===== src/rtl/uart_apb_regs.sv =====
// APB register front end for the UART core: decodes APB accesses into CSN/WEN/OEN strobes,
// holds baud/frame configuration, and aggregates status with sticky errors and a maskable IRQ.
module uart_apb_regs #(
  parameter logic [12:0] BAUD_VAL_RST = 13'd1,
  parameter logic [2:0]  CFG_RST      = 3'b001
) (
  input  logic        CLK,
  input  logic        RESET_N,
  input  logic        PSEL,
  input  logic        PENABLE,
  input  logic        PWRITE,
  input  logic [4:0]  PADDR,
  input  logic [7:0]  PWDATA,
  output logic [7:0]  PRDATA,
  output logic        PREADY,
  output logic        PSLVERR,
  output logic        CSN,
  output logic        WEN,
  output logic        OEN,
  output logic [7:0]  DATA_IN,
  input  logic [7:0]  DATA_OUT,
  input  logic        TXRDY,
  input  logic        RXRDY,
  input  logic        PARITY_ERR,
  input  logic        OVERFLOW,
  input  logic        FRAMING_ERR,
  output logic [12:0] BAUD_VAL,
  output logic [2:0]  BAUD_VAL_FRACTION,
  output logic        BIT8,
  output logic        PARITY_EN,
  output logic        ODD_N_EVEN,
  output logic        IRQ
);

  localparam logic [2:0] AddrTx     = 3'd0;
  localparam logic [2:0] AddrRx     = 3'd1;
  localparam logic [2:0] AddrBaudLo = 3'd2;
  localparam logic [2:0] AddrBaudHi = 3'd3;
  localparam logic [2:0] AddrCfg    = 3'd4;
  localparam logic [2:0] AddrStatus = 3'd5;
  localparam logic [2:0] AddrIrqEn  = 3'd6;
  localparam logic [2:0] AddrRsvd   = 3'd7;

  typedef enum logic [1:0] {StIdle, StRdStrobe, StRdDone} rd_state_e;

  rd_state_e   state_q;
  logic        csn_q, wen_q, oen_q;
  logic [7:0]  data_in_q, hold_q;
  logic [12:0] baud_q;
  logic [2:0]  frac_q, fmt_q, irq_en_q;
  logic [3:0]  sticky_q, sticky_d;  // {tx_drop, framing, overflow, parity}
  logic        irq_q;

  logic [2:0] addr;
  logic       access, idle, rx_rd, wr_en, rd_en, tx_wr, status_clr, tx_drop;
  logic       unused_paddr;

  assign addr         = PADDR[4:2];
  assign unused_paddr = ^PADDR[1:0];
  assign access       = PSEL & PENABLE;
  assign idle         = (state_q == StIdle);
  assign rx_rd        = access & ~PWRITE & (addr == AddrRx);
  assign wr_en        = access & PWRITE & idle;
  assign rd_en        = access & ~PWRITE & idle;
  assign tx_wr        = wr_en & (addr == AddrTx);
  assign tx_drop      = tx_wr & ~TXRDY;
  assign status_clr   = rd_en & (addr == AddrStatus);

  // Set wins over a coincident clear so no error event is ever lost.
  assign sticky_d = (sticky_q & {4{~status_clr}}) |
                    {tx_drop, FRAMING_ERR, OVERFLOW, PARITY_ERR};

  assign PREADY  = idle ? ~rx_rd : (state_q == StRdDone);
  assign PSLVERR = access & ((addr == AddrRsvd) |
                             (PWRITE & ((addr == AddrRx) | (addr == AddrStatus))));

  always_comb begin
    PRDATA = 8'h00;
    if (state_q == StRdDone) begin
      PRDATA = hold_q;
    end else if (rd_en) begin
      case (addr)
        AddrBaudLo: PRDATA = baud_q[7:0];
        AddrBaudHi: PRDATA = {3'b000, baud_q[12:8]};
        AddrCfg:    PRDATA = {2'b00, frac_q, fmt_q};
        AddrStatus: PRDATA = {2'b00, sticky_q, RXRDY, TXRDY};
        AddrIrqEn:  PRDATA = {5'b00000, irq_en_q};
        default:    PRDATA = 8'h00;
      endcase
    end
  end

  // RX read sequencer and UART-side strobes; strobes default high every cycle.
  always_ff @(posedge CLK or negedge RESET_N) begin
    if (!RESET_N) begin
      state_q   <= StIdle;
      csn_q     <= 1'b1;
      wen_q     <= 1'b1;
      oen_q     <= 1'b1;
      data_in_q <= 8'h00;
      hold_q    <= 8'h00;
    end else begin
      csn_q <= 1'b1;
      wen_q <= 1'b1;
      oen_q <= 1'b1;
      case (state_q)
        StIdle: begin
          if (rx_rd) begin
            state_q <= StRdStrobe;
            csn_q   <= 1'b0;
            oen_q   <= 1'b0;
          end else if (tx_wr && TXRDY) begin
            csn_q     <= 1'b0;
            wen_q     <= 1'b0;
            data_in_q <= PWDATA;
          end
        end
        StRdStrobe: begin
          hold_q  <= DATA_OUT;
          state_q <= StRdDone;
        end
        StRdDone: state_q <= StIdle;
        default:  state_q <= StIdle;
      endcase
    end
  end

  always_ff @(posedge CLK or negedge RESET_N) begin
    if (!RESET_N) begin
      baud_q   <= BAUD_VAL_RST;
      frac_q   <= 3'b000;
      fmt_q    <= CFG_RST;
      irq_en_q <= 3'b000;
      sticky_q <= 4'b0000;
      irq_q    <= 1'b0;
    end else begin
      if (wr_en) begin
        case (addr)
          AddrBaudLo: baud_q[7:0]  <= PWDATA;
          AddrBaudHi: baud_q[12:8] <= PWDATA[4:0];
          AddrCfg: begin
            fmt_q  <= PWDATA[2:0];
            frac_q <= PWDATA[5:3];
          end
          AddrIrqEn:  irq_en_q <= PWDATA[2:0];
          default: ;
        endcase
      end
      sticky_q <= sticky_d;
      irq_q    <= |(irq_en_q & {|sticky_q, RXRDY, TXRDY});
    end
  end

  assign CSN               = csn_q;
  assign WEN               = wen_q;
  assign OEN               = oen_q;
  assign DATA_IN           = data_in_q;
  assign BAUD_VAL          = baud_q;
  assign BAUD_VAL_FRACTION = frac_q;
  assign BIT8              = fmt_q[0];
  assign PARITY_EN         = fmt_q[1];
  assign ODD_N_EVEN        = fmt_q[2];
  assign IRQ               = irq_q;

endmodule


===== config.mk =====
export PLATFORM = sky130hd
export DESIGN_NAME = uart_apb_regs
export DESIGN_NICKNAME = d
export VERILOG_FILES = /design/src/rtl/uart_apb_regs.sv
export SDC_FILE = /design/constraint.sdc
export NUM_CORES = 1
export LEC_CHECK = 0
export CAP_MARGIN = 20
export CORE_MARGIN = 10
export CORE_UTILIZATION = 45
export CTS_CLUSTER_SIZE = 30
export DETAILED_ROUTE_END_ITERATION = 8
export GPL_TIMING_DRIVEN = 1
export PLACE_DENSITY_LB_ADDON = 0.3
export SLEW_MARGIN = 15
export SYNTH_ARGS = -nofsm -noshare
export SYNTH_HDL_FRONTEND = slang
export SYNTH_SLANG_ARGS = --single-unit

===== constraint.sdc =====
create_clock -name CLK -period 3.9 [get_ports CLK]
set_clock_uncertainty 0.15 [all_clocks]
set_input_delay 1.17 -clock CLK [delete_from_list [all_inputs] [get_ports CLK]]
set_output_delay 1.17 -clock CLK [all_outputs]
set_load 0.01 [all_outputs]

**Yosys cells after proc, flatten, opt, wreduce, memory -nomap -nowiden**

Index checks and enable logic that the tools add are counted.

- Register bits: 48
- Latch bits: 0
- Bits in writable memories: 0
- ROM bits: 0
- Input port bits: 31
- Output and inout bits: 41
- Logic and storage cells: 66
- Memories: 0

- $add $sub $neg: 0
- $mul: 0
- Divide/modulo/power cells: 0
- $lt $le $gt $ge: 0
- Equality and inequality tests: 10
- Shift-type cells: 0
- Multiplexer cells: 13
- Bitwise operators: 20
- Reduce and logical (&&, ||, !) cells: 10

Operators with widths:

| operator | number |
|---|---|
| $pmux 8 s5 | 1 |
| $mux 8 | 2 |
| $eq 3x3->1 const B | 4 |
| $and 1x1->1 | 11 |
| $mux 1 | 8 |
| $reduce_and 2->1 | 4 |
| $eq 3x2->1 const B | 2 |
| $and 4x4->4 | 1 |
| $not 1->1 | 4 |
| $or 4x4->4 | 1 |
| $pmux 2 s2 | 1 |
| $reduce_or 4->1 | 1 |
| $and 3x3->3 | 1 |
| $eq 3x1->1 const B | 1 |
| $logic_not 3->1 | 1 |
| $reduce_and 3->1 | 1 |
| $reduce_or 3->1 | 1 |
| $eq 2x1->1 const B | 1 |
| $eq 2x2->1 const B | 1 |
| $logic_not 2->1 | 1 |
| $mux 2 | 1 |
| $ne 2x1->1 const B | 1 |
| $or 1x1->1 | 2 |
| $logic_and 1x1->1 | 1 |

**Logic depth before layout (Yosys ltp)**

- Depth after elaboration: 8
- Mapped depth: 5
- Gate-level depth less buffers: 4

**Worst setup path after synthesis**

No wires, ideal clock.

- Path type: input to output
- Start: input port PADDR[2]
- End: output port PRDATA[0]
- Arrival: 2123 ps
- Required time: 2580 ps
- Path slack: 457 ps
- Stages on the path: 5
- Buffers on the path: 2
- Path through: buf_2 > buf_2 > o32ai_1 > a31oi_1 > o21ai_0

- Longest elaborated chain between the ends: 4
- Elaborated cells between the ends (all ways): 8
- Classes of those cells: eq/ne: 5; mux: 3

Ends and longest elaborated chain:

| item | line | source |
|---|---|---|
| start, declared | 12 | `input logic [4:0] PADDR,` |
| $eq 3x3->1 / $eq 3x2->1 (equally long branches) | 82 | `case (addr)` |
| $pmux 8 s5 * | 82 |  |
| $mux 8 * | 81 | `end else if (rd_en) begin` |
| $mux 8 * | 79 | `if (state_q == StRdDone) begin` |
| end, declared | 14 | `output logic [7:0] PRDATA,` |

Every way passes the cells marked *; elsewhere a longest branch is shown, timed or not.

**Final worst setup path**

- Start: input port PADDR[3]
- End: output port PRDATA[1]

The elaborated chain is that of the path after synthesis.

==> results_dict.tcl <==
set metrics [dict create \
    outcome "finished, final reports clean" \
    rsz0062_at_grt "false" \
    syn-num-nets 203 \
    drt_iter0_drc 101 \
    synth-edff-count 0 \
    worstPathRequired_ps 2580 \
    path_cells "dlygate4sd2_1, bufbuf_16, nor2b_2, buf_4, a31oi_2, o21ai_1, clkdlybuf4s15_2" \
    dr.pass1.iters 4 \
    nFillCells 373 \
    syn-cell-area_um2 2216 \
    yosys_warnings 0 \
    fin_ws_ps 68.26 \
    core-area_um2 4755 \
    cts_tree "yes" \
    worst-r2r-setup-slack_ps 1950 \
    die_y_um 90.17 \
    finalWirelength_um 6091 \
    wl_per_cell_um 18.35 \
    synthArstFlopShare 1.000 \
    hold_violations 0 \
    final_util 0.6897 \
    dpl.cell_count 319 \
    grt_first_pass_wirelength_um 9673 \
    fmaxAchievable_ghz 0.2610 \
    via_count 1747 \
    hold_path.class "flop to flop" \
    diodes 0 \
    instances_no_fill 332 \
    p_per_area_nw_per_um2 392.3 \
    ys_top_cells_by_count "dfrtp_1, mux2_2, mux2i_1, nand2_1, o21ai_0" \
    fin_crit_ps 3832 \
    first_global_vias 1833 \
    cts_buffers 5 \
    grt.overflow.total 0 \
    ys_types 35 \
    die_w_um 90.17 \
    synth.largest_area_cell "dfrtp_1" \
    cts_hold_buf 0 \
    dieArea_um2 8131 \
    endpoint_kind "output port" \
    finalPower_uw 1287 \
    tightest_slew_ps 756.6 \
    clock-sinks 48 \
    ys.flop_type "dfrtp_1" \
    viasPerCell 5.262 \
    preCtsSetupSlack_ps -586.5 \
    avgSynthCellArea_um2 12.88 \
    critPathMaxStageDelay_ps 290 \
    setup_violations 0 \
    ir_worst_vdd_mv 0.2690 \
    slew_violations 0 \
    place.gp.congestion 0.8984 \
    leakage_uw 0.001438 \
    cts-root-buf "clkbuf_8" \
    detail-route-antenna-nets 0 \
    seq_area_frac_synth 0.5449 \
    hpwlAfterDp_um 4471 \
    layout-drive-gt1-share 0.3509 \
    antenna_found_initial 0 \
    htree_levels 2 \
    start_kind "input port" \
    dpl-instance-area_um2 3110 \
    maxCapViolations 0 \
    slew_headroom 0.4945 \
    cts.clk_slew.worst_paths_ps 90 \
    crit_fanout 6 \
    area_delta_synth_final_pct 48.00 \
    timing.final.crit_share 0.9825 \
    synthTopCellsByArea "dfrtp_1, mux2_2, dfstp_2" \
    clk_latency_ps 300 \
    yosysTopAreaCellShare 0.4856 \
    path_class "input port to output port" \
    ios 72 \
    cp.arrival_ps 2510 \
    cts_buffer_depth 2 \
    std_cell_rows 25 \
    final_area_um2 3279 \
    crit_path_top_delay_cell "bufbuf_16" \
    syn_inst 172 \
    grt_max_degree 49 \
    drc 0 \
    grt_usage 0.1452 \
    ys_ff_latch 48 \
    io_buffers 69 \
    initial_core_util 0.4661 \
    synth.most_common_cell "dfrtp_1" \
    fin_nets 295 \
]
-- report_power, final --
group / leakage (uW) / switching [uW] / total (uW) / internal, uW
registers: 0.000596 / 52.2 / 630 / 578
logic: 0.000798 / 133 / 345 / 212
clock network: 0.0000434 / 167 / 311 / 144
-- stage by stage --
stage	hold slack (ps)	setup TNS, ps
4_1_cts	369.7	0
6_report	365.0	0
5_1_grt	379.1	0
3_5_place_dp	347.9	-4232
2_1_floorplan	322.4	0
3_3_place_gp	336.9	-4205
-- worst max-delay path, delay by kind of cell --
kind	cells	cell delay [ps]
simple gates	1	120
compound gates	2	270
buf+inv	4	950
-- kinds of logic (layout without fill, tap and decap cells) --
family / count (synthesis) / after routing / share of synthesized area
muxes: 48 / 48 / 0.2383
AOI/OAI and AO/OA: 28 / 28 / 0.09092
buffers and inverters: 10 / 103 / 0.01919
and+or+nand+nor: 38 / 38 / 0.1067
DFF: 48 / 48 / 0.5449
-- registers in the layout, indices dropped and copies added, names as in the netlist --
signal	count
sticky_q	4
BAUD_VAL	13
IRQ	1
BAUD_VAL_FRACTION	3
state_q	2
DATA_IN	8
hold_q	8
fmt_q	3
WEN	1
OEN	1
irq_en_q	3
CSN	1
-- final timing paths --
path | from | to | cells past startpoint
hold reg to reg | DATA_IN[5] | DATA_IN[5] | 1
min in group asynchronous | RESET_N | sticky_q[0] | 1
max in group asynchronous | RESET_N | WEN | 2
hold / removal | DATA_IN[5] | DATA_IN[5] | 1
setup reg to reg | state_q[0] | DATA_IN[7] | 5
setup / recovery | PADDR[3] | PRDATA[1] | 7
-- cell usage in the layout, fill, tap and decap left out, types with 3 or more instances in the layout --
cell,count
a22o_1,3
clkbuf_8,6
buf_4,18
clkdlybuf4s50_1,52
buf_12,3
o21ai_1,3
nor2b_1,3
dfrtp_1,43
mux2i_1,10
dfstp_2,5
mux2_2,38
a21o_1,3
clkbuf_2,5
nor2_1,4
nand2_1,10
dlygate4sd2_1,8
nand3_1,5
o21ai_0,3
inv_1,4
-- layer usage --
metal  part of all wire  track usage  vias up  routed length (um)
li1                   -            -      814                   -
met1               0.43       0.1761      867                2600
met2               0.49       0.2361       56                2996
met3              0.066      0.05320       10                 399
met4              0.015      0.04111        0                  94
met5                  0            0        -                   0
-- cell type report --
| cell class | instances | area (um2) | area share |
|---|---|---|---|
| Clock buffer | 6 | 82.58 | 0.02518 |
| Inverter | 4 | 15.01 | 0.004578 |
| Clock inverter | 2 | 15.01 | 0.004578 |
| Tap cell | 67 | 83.83 | 0.02556 |
| Sequential cell | 48 | 1207 | 0.3682 |
| Multi-Input combinational cell | 114 | 999.7 | 0.3048 |
| Timing Repair Buffer | 91 | 875.8 | 0.2671 |
-- what timing repair did --
action                     CTS  global route
buffers inserted             3             0
pin swaps                    4             2
cloned                       1             0
setup endpoints to repair   10             7
resized for setup           31            14
(Power assumes the default switching activity.)
